==> src/rtl/keycode_pkg.sv <==
// ----------------------------------------------------------------------------
// keycode_pkg : shared event/state types for the keycode event generator
// Rev 1.0
// ----------------------------------------------------------------------------
`default_nettype none

package keycode_pkg;

  typedef enum logic [1:0] {
    EVT_PRESS   = 2'b00,
    EVT_RELEASE = 2'b01,
    EVT_REPEAT  = 2'b10
  } evt_kind_e;

  localparam logic [7:0] KEY_NONE = 8'h00;

  typedef enum logic [1:0] {
    ST_IDLE   = 2'd0,
    ST_DELAY  = 2'd1,
    ST_REPEAT = 2'd2,
    ST_PEND   = 2'd3
  } kg_state_e;

  typedef struct packed {
    evt_kind_e  kind;
    logic [7:0] code;
  } evt_entry_t;

  localparam int EVT_W = $bits(evt_entry_t);

endpackage

`default_nettype wire

==> src/rtl/evt_fifo.sv <==
// ----------------------------------------------------------------------------
// evt_fifo : synchronous show-ahead FIFO with occupancy and push-drop flag
// Rev 1.0
// ----------------------------------------------------------------------------
`default_nettype none

module evt_fifo #(
  parameter int DEPTH = 8,
  parameter int WIDTH = 10
) (
  input  logic                     clk,
  input  logic                     rst_n,
  input  logic                     push,
  input  logic [WIDTH-1:0]         push_data,
  input  logic                     pop_req,
  output logic                     valid,
  output logic [WIDTH-1:0]         head,
  output logic [$clog2(DEPTH):0]   count,
  output logic                     dropped
);

  localparam int AW = $clog2(DEPTH);
  localparam logic [AW:0] FULL_COUNT = (AW+1)'(DEPTH);

  logic [WIDTH-1:0] mem [DEPTH];
  logic [AW-1:0]    wr_ptr;
  logic [AW-1:0]    rd_ptr;
  logic             full;
  logic             do_pop;
  logic             do_push;

  assign valid   = (count != '0);
  assign full    = (count == FULL_COUNT);
  assign do_pop  = pop_req && valid;
  // A pop frees the slot this edge, so a push into a full FIFO is still taken.
  assign do_push = push && (!full || do_pop);
  assign dropped = push && !do_push;
  assign head    = valid ? mem[rd_ptr] : '0;

  always_ff @(posedge clk) begin
    if (do_push) begin
      mem[wr_ptr] <= push_data;
    end
  end

  always_ff @(posedge clk) begin
    if (!rst_n) begin
      wr_ptr <= '0;
      rd_ptr <= '0;
      count  <= '0;
    end else begin
      if (do_push) begin
        wr_ptr <= wr_ptr + AW'(1);
      end
      if (do_pop) begin
        rd_ptr <= rd_ptr + AW'(1);
      end
      case ({do_push, do_pop})
        2'b10:   count <= count + (AW+1)'(1);
        2'b01:   count <= count - (AW+1)'(1);
        default: count <= count;
      endcase
    end
  end

endmodule

`default_nettype wire

==> src/rtl/keycode_event_gen.sv <==
// ----------------------------------------------------------------------------
// keycode_event_gen : glitch-filtered keycode to PRESS/RELEASE/REPEAT events
// Rev 1.0
// ----------------------------------------------------------------------------
`default_nettype none

module keycode_event_gen
  import keycode_pkg::*;
#(
  parameter int STABLE_CYCLES = 4,
  parameter int REPEAT_DELAY  = 25000000,
  parameter int REPEAT_RATE   = 5000000,
  parameter int FIFO_DEPTH    = 8
) (
  input  logic                          clk_clk,
  input  logic                          reset_reset_n,
  input  logic [7:0]                    keycode_in,
  output logic                          evt_valid,
  input  logic                          evt_ready,
  output logic [7:0]                    evt_code,
  output logic [1:0]                    evt_kind,
  output logic [7:0]                    held_code,
  output logic                          held_valid,
  output logic [$clog2(FIFO_DEPTH):0]   fifo_count,
  output logic                          overflow,
  input  logic                          clr_overflow
);

  localparam int SCW  = $clog2(STABLE_CYCLES);
  localparam int RMAX = (REPEAT_DELAY > REPEAT_RATE) ? REPEAT_DELAY : REPEAT_RATE;
  localparam int CW   = (RMAX < 2) ? 1 : $clog2(RMAX);

  localparam logic [SCW-1:0] STABLE_LAST = SCW'(STABLE_CYCLES - 1);
  localparam logic [CW-1:0]  DELAY_LAST  = CW'(REPEAT_DELAY - 1);
  localparam logic [CW-1:0]  RATE_LAST   = CW'(REPEAT_RATE - 1);

  logic [7:0]     sync1;
  logic [7:0]     sync2;
  logic [7:0]     cand;
  logic [SCW-1:0] stab_cnt;
  logic           change;

  kg_state_e      state;
  kg_state_e      state_n;
  logic [CW-1:0]  rpt_cnt;
  logic [CW-1:0]  rpt_cnt_n;
  logic           push;
  evt_entry_t     push_entry;
  evt_entry_t     head_entry;
  logic           fifo_dropped;

  assign change     = (stab_cnt == STABLE_LAST) && (cand != held_code);
  assign held_valid = (held_code != KEY_NONE);

  always_ff @(posedge clk_clk) begin
    if (!reset_reset_n) begin
      sync1     <= KEY_NONE;
      sync2     <= KEY_NONE;
      cand      <= KEY_NONE;
      stab_cnt  <= '0;
      held_code <= KEY_NONE;
    end else begin
      sync1 <= keycode_in;
      sync2 <= sync1;
      if (sync2 != cand) begin
        cand     <= sync2;
        stab_cnt <= '0;
      end else if (stab_cnt != STABLE_LAST) begin
        stab_cnt <= stab_cnt + SCW'(1);
      end
      if (change) begin
        held_code <= cand;
      end
    end
  end

  // held_code still carries the old key on a change cycle, so it names the RELEASE.
  always_comb begin
    state_n         = state;
    rpt_cnt_n       = rpt_cnt;
    push            = 1'b0;
    push_entry.kind = EVT_PRESS;
    push_entry.code = KEY_NONE;
    case (state)
      ST_IDLE: begin
        if (change) begin
          push            = 1'b1;
          push_entry.kind = EVT_PRESS;
          push_entry.code = cand;
          rpt_cnt_n       = '0;
          state_n         = ST_DELAY;
        end
      end
      ST_DELAY, ST_REPEAT: begin
        if (change) begin
          push            = 1'b1;
          push_entry.kind = EVT_RELEASE;
          push_entry.code = held_code;
          state_n         = (cand == KEY_NONE) ? ST_IDLE : ST_PEND;
        end else if (rpt_cnt == ((state == ST_DELAY) ? DELAY_LAST : RATE_LAST)) begin
          push            = 1'b1;
          push_entry.kind = EVT_REPEAT;
          push_entry.code = held_code;
          rpt_cnt_n       = '0;
          state_n         = ST_REPEAT;
        end else begin
          rpt_cnt_n = rpt_cnt + CW'(1);
        end
      end
      ST_PEND: begin
        push            = 1'b1;
        push_entry.kind = EVT_PRESS;
        push_entry.code = held_code;
        rpt_cnt_n       = '0;
        state_n         = ST_DELAY;
      end
      default: begin
        state_n = ST_IDLE;
      end
    endcase
  end

  always_ff @(posedge clk_clk) begin
    if (!reset_reset_n) begin
      state    <= ST_IDLE;
      rpt_cnt  <= '0;
      overflow <= 1'b0;
    end else begin
      state   <= state_n;
      rpt_cnt <= rpt_cnt_n;
      // Set beats clear; lost REPEATs are not worth flagging.
      if (fifo_dropped && (push_entry.kind != EVT_REPEAT)) begin
        overflow <= 1'b1;
      end else if (clr_overflow) begin
        overflow <= 1'b0;
      end
    end
  end

  evt_fifo #(
    .DEPTH (FIFO_DEPTH),
    .WIDTH (EVT_W)
  ) u_fifo (
    .clk       (clk_clk),
    .rst_n     (reset_reset_n),
    .push      (push),
    .push_data (push_entry),
    .pop_req   (evt_ready),
    .valid     (evt_valid),
    .head      (head_entry),
    .count     (fifo_count),
    .dropped   (fifo_dropped)
  );

  assign evt_code = head_entry.code;
  assign evt_kind = head_entry.kind;

endmodule

`default_nettype wire

==> config.mk <==
export PLATFORM = sky130hd
export DESIGN_NAME = keycode_event_gen
export DESIGN_NICKNAME = d
export VERILOG_FILES = /design/src/rtl/keycode_pkg.sv /design/src/rtl/evt_fifo.sv /design/src/rtl/keycode_event_gen.sv
export SDC_FILE = /design/constraint.sdc
export NUM_CORES = 1
export LEC_CHECK = 0
export BUFFER_PORTS_ARGS = -buffer_cell sky130_fd_sc_hd__buf_4
export CORE_MARGIN = 2
export CORE_UTILIZATION = 45
export DETAILED_ROUTE_END_ITERATION = 6
export HOLD_SLACK_MARGIN = 0.08
export SETUP_SLACK_MARGIN = 0.4
export SLEW_MARGIN = 20
export SYNTH_ARGS = -nofsm -noshare
export SYNTH_HDL_FRONTEND = slang
export SYNTH_SLANG_ARGS = --single-unit
==> constraint.sdc <==
create_clock -name clk_clk -period 9.3 [get_ports clk_clk]
set_clock_uncertainty 0.2 [all_clocks]
set_input_delay 2.325 -clock clk_clk [delete_from_list [all_inputs] [get_ports clk_clk]]
set_output_delay 2.325 -clock clk_clk [all_outputs]
set_load 0.05 [all_outputs]
== Yosys cells after proc, flatten, opt, wreduce, memory -nomap -nowiden ==
Memories as Yosys holds them, arrays and structs flattened. A register that Yosys moved wholly into a read port is not among the register bits.
Index checks and enable logic that the tools add are counted.
W data, S select, Z words.

* Latch bits: 0
* Input port bits: 12
* Memories: 1
* Memory bits (writable): 80
* ROM bits: 0
* Output and inout bits: 25
* Register bits: 72
* Logic and storage cells: 78

* Muxes and demuxes: 26
* Eq/ne operators: 15
* Bitwise logic cells: 1
* Reduce and logical (&&, ||, !) cells: 18
* $lt $le $gt $ge: 0
* Shift operators: 0
* Add/sub/neg operators: 6
* Div/mod/pow operators: 0
* Multiply operators: 0

{| class="wikitable"
|+ Memories
! name !! words !! width !! rd ports !! clocked after Yosys merged registers in !! wr ports !! RTL line !! text
|-
| u_fifo.mem || 8 || 10 || 1 || 1 || 1 || evt_fifo.sv:25 || <nowiki>logic [WIDTH-1:0] mem [DEPTH];</nowiki>
|}

{| class="wikitable"
|+ Operators with widths
! kind !! number
|-
| $mux W25 || 4
|-
| $pmux W25 S3 || 1
|-
| $mux W10 || 3
|-
| $pmux W10 S3 || 1
|-
| $add A25 B1 Y25 const B || 1
|-
| $eq A25 B25 Y1 || 1
|-
| $ne A8 B8 Y1 || 2
|-
| $eq A2 B2 Y1 const B || 4
|-
| $logic_not A8 Y1 || 1
|-
| $mux W2 || 4
|-
| $mux W8 || 1
|-
| $ne A2 B2 Y1 const B || 4
|-
| $pmux W4 S2 || 1
|-
| $reduce_bool A8 Y1 || 1
|-
| $mux W1 || 7
|-
| $add A3 B1 Y3 const B || 2
|-
| $mux W3 || 2
|-
| $pmux W2 S3 || 1
|-
| $logic_and A1 B1 Y1 || 5
|-
| $add A4 B1 Y4 const B || 1
|-
| $eq A2 B1 Y1 const B || 2
|-
| $eq A4 B4 Y1 const B || 1
|-
| $reduce_and A2 Y1 || 2
|-
| $reduce_bool A2 Y1 || 2
|-
| 10 further kinds || 12
|}

== Logic depth before layout (Yosys ltp) ==
* Word-level depth: 11
* Depth in mapped cells: 14

== Modules after synthesis ==
From an unflattened synthesis, not the netlist that was laid out.

* Cell total of the unflattened synthesis: 548
* Area, all modules: 6820.3 um2

{| class="wikitable"
|+ Modules (own cells, without submodules)
! module !! area each (um2) !! cells each !! instances !! seq. area each (um2)
|-
| evt_fifo || 3787.4 || 216 || 1 || 2662.6
|-
| keycode_event_gen || 3032.9 || 332 || 1 || 1241.2
|}

== Least setup slack after synthesis ==
Ideal clock, no wire load.

* Kind: in2reg
* Start: input evt_ready
* End: memory u_fifo.mem[2][0], enable pin
* Cell stages on the path: 4
* Arrival: 3891 ps
* Path slack: 4802 ps
* Required time: 8693 ps
* Path through: nand3b_1 -> o211ai_2 -> buf_6 -> nor4b_1

* Word-level cells in the longest chain between the ends: 5

{| class="wikitable"
|+ RTL lines
! what !! RTL line !! text
|-
| start, declared || keycode_event_gen.sv:19 || <nowiki>input logic evt_ready,</nowiki>
|-
| $logic_and A1 B1 Y1 || evt_fifo.sv:34 || <nowiki>assign do_pop = pop_req && valid;</nowiki>
|-
| $logic_or A1 B1 Y1 || evt_fifo.sv:36 || <nowiki>assign do_push = push && (!full || do_pop);</nowiki>
|-
| $logic_and A1 B1 Y1 || evt_fifo.sv:36 ||
|-
| $mux W1 || evt_fifo.sv:41 || <nowiki>if (do_push) begin</nowiki>
|-
| $mux W1 (implied by the code) || evt_fifo.sv:42 || <nowiki>mem[wr_ptr] <= push_data;</nowiki>
|-
| end, declared || evt_fifo.sv:25 ||
|}

Every way passes these cells.

==> impl_metrics.csv <==
group,metric,value,unit
outcome,status,"completed",
power,power.density,186,nW/um^2
layout,fillCellCount,1263,
synth,synth_cell_type_count,64,
layout,final_cell_mix,"edfxtp_1 (80), dfxtp_1 (75), nor2_1 (43)",
timing,period_minus_slack,4840,ps
setup_path,crit_chain,"mux4_2, mux2i_1, nor2_1, buf_4",
drt,routedWlPerCell,17.4,um
cts,cts_buffers,17,
placed_design,postPlaceCellArea,7180,sq um
global_route,grt-ovfl-total,0,
layout,diodes,0,
setup_path,startpoint_type,"register",
timing,fin_crit_sh,52.0,%
global_route,grt_pass1_vias,4153,
timing,max_slew.worst_pin.slew,1040,ps
setup_path,endpoint,"evt_code[1]",
cts,clkTransAtPathRegs,60,ps
drt,firstDrtPassIters,4,
timing,fin_tns_setup,0,ps
timing,setup_ws,4460,ps
cts,cts_tree,"yes",
layout,layout-drive-gt1-share,20.2,%
synth,ys_seq_area_share,58.2,%
drt,routed_wl,13200,um
setup_path,regToRegSetupSlack,5480,ps
timing,hold_viol,0,
global_route,grt_max_degree,60,
setup_path,crit_path_max_fanout,20,
cts,root_buffer,"clkbuf_16",
synth,ys_ff_latch,155,
timing,whs,232,ps
synth,async_flop_share,0,%
placed_design,post-place-ws,4730,ps
setup_path,path_buf_inv,1,
drt,vias,4135,
global_route,grt.total_usage,17.6,%
min_path,hp-class,"reg -> reg",
cts,clk_latency,420,ps
cts,cts_setup_buffers,0,
setup_path,max_stage_delay,1000,ps
floorplan,core-area,14500,sq um
synth,syn_nets,546,
drt,avgViaCountPerCell,5.45,
drt,antenna_left,0,
cts,ctsHoldBuffers,0,
layout,num-nets-final,585,
synth,synth_flop_cell,"edfxtp_1",
synth,syn-mean-instance-area,12.8,sq um
layout,area_delta_synth_final,15.6,%
timing,setup_violations,0,
floorplan,die_h,126,um
setup_path,cp_top_family,"flip-flops",
setup_path,crit_type,"reg -> out",
timing,max_slew_margin,30.6,%
global_route,antenna_found_initial,0,
power,vdd_drop_max,126,uV
floorplan,fp.dieW,126,um
floorplan,rows,44,
power,power.leakage,0.00270,uW
layout,final_area,7750,sq um
setup_path,crit_slowest_cell,"dfxtp_1",
setup_path,path_depth,4,
timing,fmax,207,MHz
cts,htree_levels,4,
setup_path,endpoint_kind,"output pin",
timing,rsz0062_at_grt,"false",
flow_run,maxCapViolCount,0,
global_route,grt_pass1_wl,21500,um
setup_path,required,6780,ps
floorplan,dieArea,15900,sq um
placed_design,numPortBuffers,36,
synth,yosysWarnings,0,
cts,cts-resized-gates,0,
cts,clock_path_buffers,2,
setup_path,r2r_start,"cand[3]",
placed_design,gp_congestion,0.776,
synth,synth_edf_count,80,
setup_path,cp.arrival,2310,ps
layout,final_common_cell,"edfxtp_1",
timing,slew_violations,0,
drt,drc,0,
floorplan,initial_core_util,46.1,%
drt,drt_iter0_drc,224,
min_path,holdPathStages,1,
setup_path,rr_endpoint,"u_fifo.count[3]",
floorplan,ioPinCount,37,
synth,syn_area,6700,sq um
placed_design,dpl.hpwl,8850,um
setup_path,reg2reg_depth,12,
synth,synthCells,523,
cts,cts_sinks,155,
-- routing by layer --
metal	routed length [um]	vias to the layer above	track usage [%]	share of wire, %
li1	-	2007	-	-
met1	5990	2044	22.7	45
met2	6510	63	29.2	49
met3	455	21	3.91	3.4
met4	236	0	6.66	1.8
met5	0	-	0	0
-- state kept, by name (all words and copies together) (netlist names), named ones only --
| signal | count |
|---|---|
| rpt_cnt | 25 |
| cand | 8 |
| sync2 | 8 |
| u_fifo.count | 4 |
| u_fifo.rd_ptr | 3 |
| state | 2 |
| sync1 | 8 |
| held_code | 8 |
| stab_cnt | 2 |
| overflow | 1 |
| u_fifo.wr_ptr | 3 |
| u_fifo.mem | 80 |
-- worst register-to-register path, stage by stage (launching register included) --
cell	delay, ps
dfxtp_1	460
xnor2_1	160
nand4_1	200
o21ai_4	690
nor2_1	370
or3_4	500
inv_1	90
ha_1	230
a21o_1	180
a21oi_1	200
o211ai_1	120
o32a_1	210
mux2i_1	120
-- cells in the mapped netlist, types with 2 or more instances --
| cell | count | share of area (%) |
|---|---|---|
| nor4b_1 | 2 | 0.26 |
| o211ai_1 | 3 | 0.34 |
| nor2_1 | 43 | 2.4 |
| xnor2_1 | 19 | 2.5 |
| a211oi_2 | 2 | 0.37 |
| ha_1 | 10 | 1.9 |
| nand3b_1 | 3 | 0.34 |
| and2_1 | 30 | 2.8 |
| and3_1 | 8 | 0.75 |
| nor3_1 | 9 | 0.67 |
| dfxtp_1 | 75 | 22 |
| and4_1 | 3 | 0.39 |
| a21boi_0 | 3 | 0.34 |
| nor3b_2 | 2 | 0.37 |
| a22o_1 | 8 | 1.0 |
| mux2i_1 | 24 | 3.6 |
| inv_1 | 12 | 0.67 |
| a31oi_1 | 3 | 0.28 |
| edfxtp_1 | 80 | 36 |
| mux4_2 | 20 | 6.7 |
| nor4_1 | 9 | 0.84 |
| a21oi_1 | 9 | 0.67 |
| nor4_2 | 2 | 0.37 |
| clkbuf_1 | 15 | 0.84 |
| nand4_1 | 9 | 0.84 |
| o21ai_0 | 8 | 0.60 |
| nor2b_1 | 11 | 1.0 |
| buf_2 | 2 | 0.15 |
| nand2_1 | 35 | 2.0 |
| a21o_1 | 2 | 0.22 |
| nand3_1 | 6 | 0.45 |
| o211a_1 | 2 | 0.30 |
| o31ai_1 | 2 | 0.22 |
| buf_6 | 2 | 0.34 |
| nand2b_1 | 4 | 0.37 |
| xor2_1 | 18 | 2.4 |
-- kinds of logic after synthesis --
group                    count (synthesis)  synth area share (%)
AND/OR/NAND/NOR                        186                  15.4
flip-flops                             155                  58.2
AO/OA/AOI/OAI                           57                  6.87
multiplexers                            44                  10.3
XOR/XNOR                                37                  4.83
buffers and inverters                   33                  2.16
adder cells (fa/ha/maj)                 11                  2.16
-- layout make-up --
class | instances | area, sq um | share of cell area (%)
clock buffers | 17 | 425 | 5.49
clock inverters | 15 | 136 | 1.76
inverters | 12 | 45.0 | 0.581
multi-input cells | 335 | 2700 | 34.8
flip-flops and latches | 155 | 3900 | 50.4
well taps | 184 | 230 | 2.97
repair buffers | 41 | 308 | 3.97
-- power breakdown --
part / leakage (uW) / total (uW) / switching (uW) / internal [uW]
Sequential: 0.00125 / 723 / 4.80 / 718
Clock: 0.000269 / 657 / 285 / 372
Combinational: 0.00119 / 64.5 / 40.3 / 24.2
Total: 0.00270 / 1440 / 330 / 1110
-- worst min path at each step --
stage	start	to	slack, ps
global route	sync1[7]	sync2[7]	240
detailed placement	sync1[5]	sync2[5]	220
CTS	sync1[5]	sync2[5]	230
global placement	sync1[4]	sync2[4]	210
floorplan	sync1[0]	sync2[0]	210
finish	sync1[5]	sync2[5]	230
-- metrics by stage --
step	power (uW)	utilization [%]	std cells
CTS	1460	53.3	759
global placement	802	49.4	727
global route	1490	53.3	759
floorplan	785	-	523
finish	1440	53.3	759
detailed placement	804	49.4	727
Note: power is estimated with default switching activity, not from simulation.
